==> config.mk <==
export PLATFORM = sky130hd
export DESIGN_NAME = ddr_port_responder
export DESIGN_NICKNAME = d
export VERILOG_FILES = /design/src/rtl/ddr_port_responder.sv
export SDC_FILE = /design/constraint.sdc
export NUM_CORES = 1
export LEC_CHECK = 0
export CELL_PAD_IN_SITES_DETAIL_PLACEMENT = 2
export CELL_PAD_IN_SITES_GLOBAL_PLACEMENT = 2
export CORE_ASPECT_RATIO = 0.9
export CORE_MARGIN = 3
export CORE_UTILIZATION = 30
export DETAILED_ROUTE_END_ITERATION = 16
export GPL_TIMING_DRIVEN = 0
export PLACE_DENSITY_LB_ADDON = 0.2
export REMOVE_ABC_BUFFERS = 1
export SYNTH_ARGS = -nofsm -noshare
export SYNTH_HDL_FRONTEND = slang
export SYNTH_SLANG_ARGS = --single-unit
==> constraint.sdc <==
create_clock -name sdram_clk -period 7.5 [get_ports sdram_clk]
set_clock_uncertainty 0.1 [all_clocks]
set_input_delay 2.25 -clock sdram_clk [delete_from_list [all_inputs] [get_ports sdram_clk]]
set_output_delay 2.25 -clock sdram_clk [all_outputs]
set_load 0.02 [all_outputs]
==> src/rtl/ddr_port_responder.sv <==
// ddr_port_responder
//
// Memory-side responder for the internal access interface used by the
// Wishbone port. Each access becomes one request on the DDR controller local
// (Avalon-MM) interface:
//   - writes are single-word, acknowledged once the controller accepts them;
//   - reads are line refills of 2^bw words, where bw = min(buf_width_i,
//     MAX_BUF_WIDTH). Every returned word is acknowledged with its own byte
//     address so the requester can fill its line buffer.
// Only one access is outstanding at a time. After the last ack the block waits
// for acc_i to drop before it accepts another access.
//
// Ports
//   sdram_clk, sdram_rst_n    clock, asynchronous active-low reset
//   acc_i, we_i, adr_i,       access request from the requester; these are
//   dat_i, sel_i,             sampled only in IDLE
//   buf_width_i
//   ack_o, adr_o, dat_o       per-word acknowledge, byte address and read data
//   avl_*                     DDR controller local interface
// All outputs are registered and are 0 while in reset.

module ddr_port_responder #(
   parameter int unsigned AVL_ADDR_WIDTH = 24,
   parameter int unsigned MAX_BUF_WIDTH  = 4
) (
   input  logic                      sdram_clk,
   input  logic                      sdram_rst_n,

   input  logic                      acc_i,
   input  logic                      we_i,
   input  logic [31:0]               adr_i,
   input  logic [31:0]               dat_i,
   input  logic [3:0]                sel_i,
   input  logic [3:0]                buf_width_i,
   output logic                      ack_o,
   output logic [31:0]               adr_o,
   output logic [31:0]               dat_o,

   output logic [AVL_ADDR_WIDTH-1:0] avl_address,
   output logic                      avl_burstbegin,
   output logic                      avl_read_req,
   output logic                      avl_write_req,
   output logic [MAX_BUF_WIDTH:0]    avl_size,
   output logic [31:0]               avl_wdata,
   output logic [3:0]                avl_be,
   input  logic                      avl_ready,
   input  logic [31:0]               avl_rdata,
   input  logic                      avl_rdata_valid
);

   localparam int unsigned BwW   = $clog2(MAX_BUF_WIDTH + 1);
   localparam int unsigned SizeW = MAX_BUF_WIDTH + 1;

   typedef enum logic [2:0] {
      StIdle,
      StWrReq,
      StRdReq,
      StRdData,
      StRelease
   } state_e;

   state_e                     state_q, state_d;
   // Word-aligned write address, or line base for reads.
   logic [31:0]                adr_q, adr_d;
   logic [BwW-1:0]             bw_q, bw_d;
   logic [MAX_BUF_WIDTH-1:0]   idx_q, idx_d;

   logic                       ack_q, ack_d;
   logic [31:0]                adr_o_q, adr_o_d;
   logic [31:0]                dat_o_q, dat_o_d;
   logic [AVL_ADDR_WIDTH-1:0]  avl_address_q, avl_address_d;
   logic                       avl_burstbegin_q, avl_burstbegin_d;
   logic                       avl_read_req_q, avl_read_req_d;
   logic                       avl_write_req_q, avl_write_req_d;
   logic [SizeW-1:0]           avl_size_q, avl_size_d;
   logic [31:0]                avl_wdata_q, avl_wdata_d;
   logic [3:0]                 avl_be_q, avl_be_d;

   // Values derived from the incoming access, used only when leaving IDLE.
   logic [BwW-1:0]             bw_in;
   logic [SizeW-1:0]           size_in;
   logic [31:0]                line_mask_in;
   logic [31:0]                rd_base_in;

   // Index of the final word of the current line.
   logic [SizeW-1:0]           words_q;
   logic [MAX_BUF_WIDTH-1:0]   last_idx;

   always_comb begin
      bw_in        = '0;
      size_in      = '0;
      line_mask_in = '0;
      rd_base_in   = '0;

      if (buf_width_i > 4'(MAX_BUF_WIDTH)) begin
         bw_in = BwW'(MAX_BUF_WIDTH);
      end else begin
         bw_in = BwW'(buf_width_i);
      end
      size_in      = SizeW'(1) << bw_in;
      // Byte-offset mask of one line: 2^bw words of 4 bytes each.
      line_mask_in = (32'(size_in) << 2) - 32'd1;
      rd_base_in   = adr_i & ~line_mask_in;
   end

   always_comb begin
      words_q  = SizeW'(1) << bw_q;
      // For bw = MAX_BUF_WIDTH the low bits are zero and this wraps to all ones.
      last_idx = words_q[MAX_BUF_WIDTH-1:0] - MAX_BUF_WIDTH'(1);
   end

   always_comb begin
      state_d          = state_q;
      adr_d            = adr_q;
      bw_d             = bw_q;
      idx_d            = idx_q;

      ack_d            = 1'b0;
      adr_o_d          = adr_o_q;
      dat_o_d          = dat_o_q;
      avl_address_d    = avl_address_q;
      avl_burstbegin_d = avl_burstbegin_q;
      avl_read_req_d   = avl_read_req_q;
      avl_write_req_d  = avl_write_req_q;
      avl_size_d       = avl_size_q;
      avl_wdata_d      = avl_wdata_q;
      avl_be_d         = avl_be_q;

      unique case (state_q)
         StIdle: begin
            if (acc_i) begin
               bw_d             = bw_in;
               avl_burstbegin_d = 1'b1;
               if (we_i) begin
                  adr_d           = {adr_i[31:2], 2'b00};
                  avl_write_req_d = 1'b1;
                  avl_size_d      = SizeW'(1);
                  avl_address_d   = adr_i[AVL_ADDR_WIDTH+1:2];
                  avl_wdata_d     = dat_i;
                  avl_be_d        = sel_i;
                  state_d         = StWrReq;
               end else begin
                  adr_d           = rd_base_in;
                  avl_read_req_d  = 1'b1;
                  avl_size_d      = size_in;
                  avl_address_d   = rd_base_in[AVL_ADDR_WIDTH+1:2];
                  state_d         = StRdReq;
               end
            end
         end

         StWrReq: begin
            // Request is held with stable values until the controller takes it.
            if (avl_ready) begin
               avl_write_req_d  = 1'b0;
               avl_burstbegin_d = 1'b0;
               avl_address_d    = '0;
               avl_size_d       = '0;
               avl_wdata_d      = '0;
               avl_be_d         = '0;
               ack_d            = 1'b1;
               adr_o_d          = adr_q;
               state_d          = StRelease;
            end
         end

         StRdReq: begin
            if (avl_ready) begin
               avl_read_req_d   = 1'b0;
               avl_burstbegin_d = 1'b0;
               avl_address_d    = '0;
               avl_size_d       = '0;
               idx_d            = '0;
               state_d          = StRdData;
            end
         end

         StRdData: begin
            if (avl_rdata_valid) begin
               ack_d   = 1'b1;
               dat_o_d = avl_rdata;
               adr_o_d = adr_q + (32'(idx_q) << 2);
               idx_d   = idx_q + MAX_BUF_WIDTH'(1);
               if (idx_q == last_idx) begin
                  state_d = StRelease;
               end
            end
         end

         StRelease: begin
            // A still-high acc_i belongs to the access just finished.
            if (!acc_i) begin
               state_d = StIdle;
            end
         end

         default: begin
            state_d = StIdle;
         end
      endcase
   end

   always_ff @(posedge sdram_clk or negedge sdram_rst_n) begin
      if (!sdram_rst_n) begin
         state_q          <= StIdle;
         adr_q            <= '0;
         bw_q             <= '0;
         idx_q            <= '0;
         ack_q            <= 1'b0;
         adr_o_q          <= '0;
         dat_o_q          <= '0;
         avl_address_q    <= '0;
         avl_burstbegin_q <= 1'b0;
         avl_read_req_q   <= 1'b0;
         avl_write_req_q  <= 1'b0;
         avl_size_q       <= '0;
         avl_wdata_q      <= '0;
         avl_be_q         <= '0;
      end else begin
         state_q          <= state_d;
         adr_q            <= adr_d;
         bw_q             <= bw_d;
         idx_q            <= idx_d;
         ack_q            <= ack_d;
         adr_o_q          <= adr_o_d;
         dat_o_q          <= dat_o_d;
         avl_address_q    <= avl_address_d;
         avl_burstbegin_q <= avl_burstbegin_d;
         avl_read_req_q   <= avl_read_req_d;
         avl_write_req_q  <= avl_write_req_d;
         avl_size_q       <= avl_size_d;
         avl_wdata_q      <= avl_wdata_d;
         avl_be_q         <= avl_be_d;
      end
   end

   assign ack_o          = ack_q;
   assign adr_o          = adr_o_q;
   assign dat_o          = dat_o_q;
   assign avl_address    = avl_address_q;
   assign avl_burstbegin = avl_burstbegin_q;
   assign avl_read_req   = avl_read_req_q;
   assign avl_write_req  = avl_write_req_q;
   assign avl_size       = avl_size_q;
   assign avl_wdata      = avl_wdata_q;
   assign avl_be         = avl_be_q;

endmodule

==> results.cfg, run 1 <==
[outcome]
run_status = completed

[logic_synthesis]
ys_top_cells_by_area = dfrtp_1 59%, a22o_1 6.7%, nand2_1 6.2%
synth-seq-area-share_pct = 58.73
yosys.area.top_type = dfrtp_1
synth.cell_area_um2 = 7286
syn_avg_cell_area_um2 = 11.16
ys.flop_type = dfrtp_1
ys_seq_elements = 171
syn_inst = 653
synth_edf_count = 0
synth_top_area_share_pct = 58.73
synth_cell_type_count = 53
async_flop_share_pct = 100.0
yosys_warnings = 0

[sta]
setup_viol = 0
slew_violations = 0
fin_ws_ps = 2875
fmax_mhz = 216.2
hold_viol = 0
final.min_clock_period_ps = 4625
period_share_pct = 61.66
slew-limit-headroom_pct = 34.41
max_slew.worst_pin.slew_ps = 979.5
rsz0062_at_grt = false

[cells_and_area]
antennaDiodeCount = 0
nNetsFinal = 992
layout_commonest_cell = clkdlybuf4s50_1
final_layout_size_suffix_gt1_share_pct = 10.26
final_cells = 1189
areaGrowthSynthToFinish_pct = 44.94
final_cell_mix = 237 x clkdlybuf4s50_1, 171 x dfrtp_1, 119 x nand2_1

[cts]
clock_path_buffers = 2
cts_buffers = 17
ctsHoldBuffers = 0
cts_root_buf = clkbuf_16
cts_resized = 0
path_clk_slew_ps = 70
insertion_delay_ps = 420
postCtsSetupBuffers = 0
clkSinkCount = 171
h-tree-depth = 4
cts_tree = yes

[drt]
dr_total_vias = 5956
drtIter0Drc = 221
firstDrtPassIters = 4
wl_per_cell_um = 21.47
wl_um = 25520
ant_nets = 0
drc = 0
post_drt_via_cell_ratio = 5.009

[grt]
antenna_found_initial = 1
grt_pass1_wl_um = 40480
track_usage_pct = 19.75
grt_overflow = 0
grt_start_max_net_pins = 97
grt_pass1_vias = 6879

[placement]
portBuffers = 238
dp.cells = 1157
place_congestion = 0.7628
post-place-ws_ps = 2375
dp_hpwl_um = 18550

[worst_setup_path]
path_cells = clkdlybuf4s50_1 > nand2_2 > nor2_2 > buf_8 > a22o_1
worst_ep_required_time_ps = 7750
worstSetupPathType = primary input to register
cp_max_fo = 40
worstPathArrival_ps = 4880
cp-end-kind = register
cp_num_buf_inv = 2
max_stage_delay_ps = 900
cp-start-kind = primary input
critPathTopFamily = simple AND/OR/NAND/NOR gates
slowest_stage = nor2_2

[pwr]
total_power_mw = 4.636
ir_drop_uv = 169.1
p_leak_nw = 4.539
p_per_area_nw_per_um2 = 439.0

[floorplanning]
dieArea_um2 = 26190
start_util_pct = 30.86
rows = 53
core_um2 = 23610
io-pin-count = 243
die_x_um = 170.3
die_y_um = 153.8

[hold_path]
min_path_type = register to register

[job]
cap_viol_max_count = 0
[final cells by class]
type                       instances  area [um^2]
fill                            2402        13050
timing repair buffer             245         2500
clock inverter                    14        132.6
clock buffer                      18        429.2
tap                              302        377.9
multi-input combinational        434         2823
inverter                           5        18.77
sequential                       171         4279
[cells in the mapped netlist (3+ instances only)]
library cell  count
nor4_1            4
nand2_1         121
nor4b_1           5
mux2_2           34
o31ai_1           4
a22o_1           56
inv_1             4
a21oi_1          37
a31oi_1           5
clkbuf_1         37
a21o_1            7
o211ai_1          3
or3_1             4
nor3_1           10
o21ai_0          18
ha_1              7
nor4_2            3
buf_2             3
nand3_1           8
xnor2_1          28
nor2_1           41
dfrtp_1         171
and4_1            3
nor3b_1           3
[worst paths after layout]
kind,from,endpoint,slack [ps],cells past startpoint
max in group asynchronous,sdram_rst_n,adr_q[7],4690,2
setup / recovery,acc_i,avl_be[0],2880,5
hold reg to reg,avl_write_req,avl_write_req,390,1
setup reg to reg,state_q[0],avl_be[0],4390,5
min in group asynchronous,sdram_rst_n,avl_address[1],1690,1
hold / removal,avl_write_req,avl_write_req,390,1
[flip-flops by register name (all words and copies together), names as in the netlist, 3 cells and up]
| name | cells |
|---|---|
| avl_wdata | 32 |
| dat_o | 32 |
| adr_o | 30 |
| adr_q | 30 |
| avl_address | 24 |
| avl_size | 5 |
| avl_be | 4 |
| idx_q | 4 |
| bw_q | 3 |
| state_q | 3 |
[per-stage QoR]
stage	TNS, ps	hold slack [ps]	util, %	instance area [um^2]
after CTS	0	391.8	44.72	10560
final	0	385.7	44.73	10560
after detailed placement	0	370.5	42.34	9995
after floorplan	0	349.5	-	7106
after global routing	0	403.6	44.73	10560
after global placement	-537710	364.5	41.79	9866
[metal layers]
metal,vias to the layer above,wire length (um),GRT usage [%]
met5,-,13,0
met4,2,168,3.515
met3,12,2186,7.918
met2,179,12470,33.37
met1,3047,10690,24.15
li1,2716,-,-
[cells by family after synthesis]
kind of cell / Yosys count / share of synthesized area [%]
AOI/OAI and AO/OA: 138 / 13.40
muxes: 36 / 5.530
adders and majority gates: 8 / 1.477
and+or+nand+nor: 220 / 14.43
other: 1 / 0.05147
buffers and inverters: 49 / 2.782
DFF: 171 / 58.73
xor gates and xnor gates: 30 / 3.606
[where the power goes]
group,switching (mW),internal [mW],total (mW)
sequential,0.334,1.33,1.66
combinational,1.11,0.995,2.11
clock,0.402,0.465,0.867
Power figures use the tool's default switching activity.
==> inputs of run 2 (changes only) <==
--- a/config.mk
+++ b/config.mk
@@ -9,7 +9,7 @@
 export CELL_PAD_IN_SITES_GLOBAL_PLACEMENT = 2
 export CORE_ASPECT_RATIO = 0.9
 export CORE_MARGIN = 3
-export CORE_UTILIZATION = 30
+export CORE_UTILIZATION = 26
 export DETAILED_ROUTE_END_ITERATION = 16
 export GPL_TIMING_DRIVEN = 0
 export PLACE_DENSITY_LB_ADDON = 0.2
==> constraint.sdc (replaced) <==
create_clock -name sdram_clk -period 4.03 [get_ports sdram_clk]
set_clock_uncertainty 0.1 [all_clocks]
set_input_delay 1.209 -clock sdram_clk [delete_from_list [all_inputs] [get_ports sdram_clk]]
set_output_delay 1.209 -clock sdram_clk [all_outputs]
set_load 0.02 [all_outputs]
==> results.cfg, run 2 (same netlist as run 1, synthesis figures left out) <==
[sta]
max_slew.worst_pin.slew_ps = 961.4
setup_viol = 0
hold_viol = 0
period_share_pct = 87.16
slew_violations = 0
final.min_clock_period_ps = 3513
slew-limit-headroom_pct = 35.91
rsz0062_at_grt = false
tns_ps = 0
fmax_mhz = 284.7
fin_ws_ps = 517.3

[placement]
post-place-ws_ps = 44.53
place_congestion = 0.7594
place_area_um2 = 10090
dp_hpwl_um = 18740
portBuffers = 238

[pwr]
ir_drop_uv = 349.8
p_leak_nw = 4.572
p_per_area_nw_per_um2 = 813.2

[hold_path]
whs_path_depth = 1
worstHoldStart = avl_write_req
whs_endpoint = avl_write_req
min_path_type = register to register

[worst_setup_path]
worstSetupPathType = primary input to register
r2r_cells = 5
rr_endpoint = avl_wdata[0]
path_cells = clkdlybuf4s50_1 > nand2_2 > nor2_2 > buf_16 > a22o_1
cp-end-kind = register
cp-startpoint = acc_i
r2r_start = state_q[0]
max_stage_delay_ps = 890
cp_max_fo = 40
cp-start-kind = primary input
worst_ep_required_time_ps = 4280
reg2reg_setup_slack_ps = 920
slowest_stage = nor2_2
worstPathArrival_ps = 3760

[floorplanning]
die_y_um = 164.8
start_util_pct = 26.67
die_x_um = 182.5
io-pin-count = 243
rows = 57
dieArea_um2 = 30070
core_um2 = 27310

[cells_and_area]
final_cell_mix = 237 x clkdlybuf4s50_1, 171 x dfrtp_1, 119 x nand2_1
nNetsFinal = 992
stdcell_area_um2 = 10700
areaGrowthSynthToFinish_pct = 46.83
layout_commonest_cell = clkdlybuf4s50_1
final_layout_size_suffix_gt1_share_pct = 10.48
antennaDiodeCount = 0

[grt]
grt_start_max_net_pins = 105
track_usage_pct = 16.97
grt_pass1_wl_um = 39950
grt_pass1_vias = 6772
antenna_found_initial = 0
grt_overflow = 0

[cts]
h-tree-depth = 4
clock_path_buffers = 2
cts_resized = 0
path_clk_slew_ps = 70
cts_tree = yes
cts_root_buf = clkbuf_16
cts_buffers = 17
postCtsSetupBuffers = 0
insertion_delay_ps = 420
clkSinkCount = 171
ctsHoldBuffers = 0

[drt]
firstDrtPassIters = 4
wl_um = 25340
drc = 0
dr_total_vias = 5884
wl_per_cell_um = 20.41
ant_nets = 0
post_drt_via_cell_ratio = 4.741
drtIter0Drc = 293

[outcome]
run_status = completed

[job]
cap_viol_max_count = 0
==> run 2: worst max path at each step <==
stage / cells past startpoint / endpoint
after CTS: 5 / avl_wdata[0]
after global placement: 1 / dat_o[31]
after global routing: 5 / avl_wdata[0]
final: 5 / avl_wdata[0]
after detailed placement: 5 / avl_wdata[29]
after floorplan: 3 / avl_be[0]
==> run 2: final cells by class <==
cell class              count  area, um^2
fillers                  2833       16620
clock buffers              19       452.9
repair buffers            245        2524
well taps                 354       442.9
clock inverters            13       153.9
multi-input cells         434        2826
flip-flops and latches    171        4279
inverters                   5       18.77
==> run 2: stage by stage <==
stage          total power [mW]  std cells  hold slack [ps]  util [%]
2_1_floorplan             4.991        610            349.5         -
3_3_place_gp              6.831       1202            362.0     36.36
3_5_place_dp              7.092       1209            369.4     36.93
4_1_cts                   8.867       1241            385.8     39.15
5_1_grt                   9.315       1241            414.1     39.16
6_report                  8.700       1241            382.9     39.16
==> run 2: power by group <==
| group | total, mW | switching, mW | internal [mW] |
|---|---|---|---|
| clock | 1.70 | 0.779 | 0.920 |
| combinational | 3.92 | 2.05 | 1.88 |
| sequential | 3.08 | 0.610 | 2.47 |
==> run 2: layer usage <==
metal	global-route usage, %	vias to the layer above	wire [um]	part of all wire [%]
met5	0	-	0	0
met4	3.219	0	131	0.52
li1	-	2714	-	-
met2	28.06	179	12030	47
met1	20.33	2986	10590	42
met3	8.236	5	2584	10
==> run 2: critical path: cells and delay by family <==
family                 cells  cell delay (ps)
and+or+nand+nor            2             1480
AOI/OAI and AO/OA          1              160
buffers and inverters      2              900
==> inputs of run 3 (changes only) <==
--- a/config.mk
+++ b/config.mk
@@ -7,11 +7,12 @@
 export LEC_CHECK = 0
 export CELL_PAD_IN_SITES_DETAIL_PLACEMENT = 2
 export CELL_PAD_IN_SITES_GLOBAL_PLACEMENT = 2
-export CORE_ASPECT_RATIO = 0.9
+export CORE_ASPECT_RATIO = 0.75
 export CORE_MARGIN = 3
 export CORE_UTILIZATION = 26
 export DETAILED_ROUTE_END_ITERATION = 16
 export GPL_TIMING_DRIVEN = 0
+export HOLD_SLACK_MARGIN = 0.03
 export PLACE_DENSITY_LB_ADDON = 0.2
 export REMOVE_ABC_BUFFERS = 1
 export SYNTH_ARGS = -nofsm -noshare
==> results.cfg, run 3 (same netlist as run 1, synthesis figures left out) <==
[outcome]
run_status = completed

[grt]
grt_overflow = 0
track_usage_pct = 16.56
grt_start_max_net_pins = 109
grt_pass1_wl_um = 38070
grt_pass1_vias = 6406
antenna_found_initial = 0

[sta]
tns_ps = 0
max_slew.worst_pin.slew_ps = 882.2
slew-limit-headroom_pct = 41.04
slew_violations = 0
hold_viol = 0
fmax_mhz = 307.5
final.min_clock_period_ps = 3252
rsz0062_at_grt = false
fin_ws_ps = 778.4
setup_viol = 0
period_share_pct = 80.68

[worst_setup_path]
max_stage_delay_ps = 650
r2r_start = state_q[1]
cp_num_buf_inv = 4
slowest_stage = o211ai_1
r2r_cells = 5
reg2reg_setup_slack_ps = 1190
worstPathArrival_ps = 3520
worst_ep_required_time_ps = 4300
critPathTopFamily = buffers and inverters
cp_max_fo = 11
cp-start-kind = primary input
path_cells = clkdlybuf4s50_1 > mux2_2 > o211ai_1 > buf_6 > buf_6 > buf_4 > a22o_1
rr_endpoint = adr_o[25]
cpMostUsedCell = buf_6
worstSetupPathType = primary input to register
cp-end-kind = register

[cts]
cts_tree = yes
cts_buffers = 17
postCtsSetupBuffers = 0
cts_root_buf = clkbuf_16
clkSinkCount = 171
path_clk_slew_ps = 70
cts_resized = 0
insertion_delay_ps = 430
ctsHoldBuffers = 0
h-tree-depth = 4
clock_path_buffers = 2

[drt]
wl_um = 24390
post_drt_via_cell_ratio = 4.748
wl_per_cell_um = 19.67
dr_total_vias = 5888
firstDrtPassIters = 4
drc = 0
ant_nets = 0
drtIter0Drc = 145

[placement]
place_congestion = 0.7009
portBuffers = 238
post-place-ws_ps = 268.0
dp_hpwl_um = 17460
dp.cells = 1208

[pwr]
p_leak_nw = 4.579
p_per_area_nw_per_um2 = 816.5
ir_drop_uv = 297.4

[cells_and_area]
final_cells = 1240
final_layout_size_suffix_gt1_share_pct = 10.69
utilization_pct = 39.38
nNetsFinal = 994
final_cell_mix = 237 x clkdlybuf4s50_1, 171 x dfrtp_1, 119 x nand2_1
layout_commonest_cell = clkdlybuf4s50_1
antennaDiodeCount = 0
areaGrowthSynthToFinish_pct = 47.36

[floorplanning]
core_um2 = 27260
dieArea_um2 = 30090
rows = 52
die_y_um = 151.0
die_x_um = 199.3
start_util_pct = 26.73
io-pin-count = 243

[hold_path]
whs_endpoint = avl_write_req
worstHoldStart = avl_write_req
min_path_type = register to register
whs_path_depth = 1

[job]
cap_viol_max_count = 0
run 3: cell count changes in the layout (fill, tap and decap cells not counted), moves of 2 or more:
| cell | change |
|---|---|
| inv_8 | -5 |
| clkinvlp_4 | +4 |
| buf_12 | +3 |
| buf_16 | -3 |
| bufinv_16 | +3 |
| buf_8 | +2 |
| clkinv_2 | +2 |
| clkinv_4 | -2 |
run 3: final cells by class:
type,instances,area (um^2)
Inverter,5,18.77
Clock buffer,18,439.2
Tap cell,351,439.2
Multi-Input combinational cell,434,2831
Timing Repair Buffer,247,2535
Fill cell,2857,16520
Sequential cell,171,4279
Clock inverter,14,193.9
run 3: routing by layer:
| layer | up-vias | part of all wire [%] | global-route usage (%) |
|---|---|---|---|
| li1 | 2719 | - | - |
| met1 | 3008 | 46 | 22.43 |
| met2 | 146 | 45 | 25.15 |
| met3 | 15 | 7.7 | 6.493 |
| met4 | 0 | 0.84 | 3.687 |
| met5 | - | 0 | 0 |
run 3: per-stage QoR:
stage          power [mW]  hold WS [ps]  instance area [um^2]
2_1_floorplan       4.991         349.5                  7106
3_3_place_gp        6.872         358.8                  9927
3_5_place_dp        7.047         367.5                 10100
4_1_cts             8.937         384.9                 10740
5_1_grt             9.381         408.8                 10740
6_report            8.766         379.1                 10740
run 3: worst max path at each step:
stage | cells after the start | slack [ps] | start | end
floorplan | 3 | 540 | acc_i | avl_be[0]
global placement | 1 | -6230 | sdram_rst_n | avl_wdata[15]
detailed placement | 7 | 270 | acc_i | avl_address[17]
CTS | 7 | 730 | acc_i | avl_address[19]
global route | 7 | 610 | acc_i | avl_address[19]
finish | 7 | 780 | acc_i | avl_address[19]
run 3: power by group:
| group | leakage, nW | switching (mW) | internal, mW |
|---|---|---|---|
| combinational | 2.14 | 2.04 | 1.87 |
| clock | 0.295 | 0.748 | 1.06 |
| sequential | 2.14 | 0.585 | 2.47 |
| total | 4.58 | 3.37 | 5.40 |
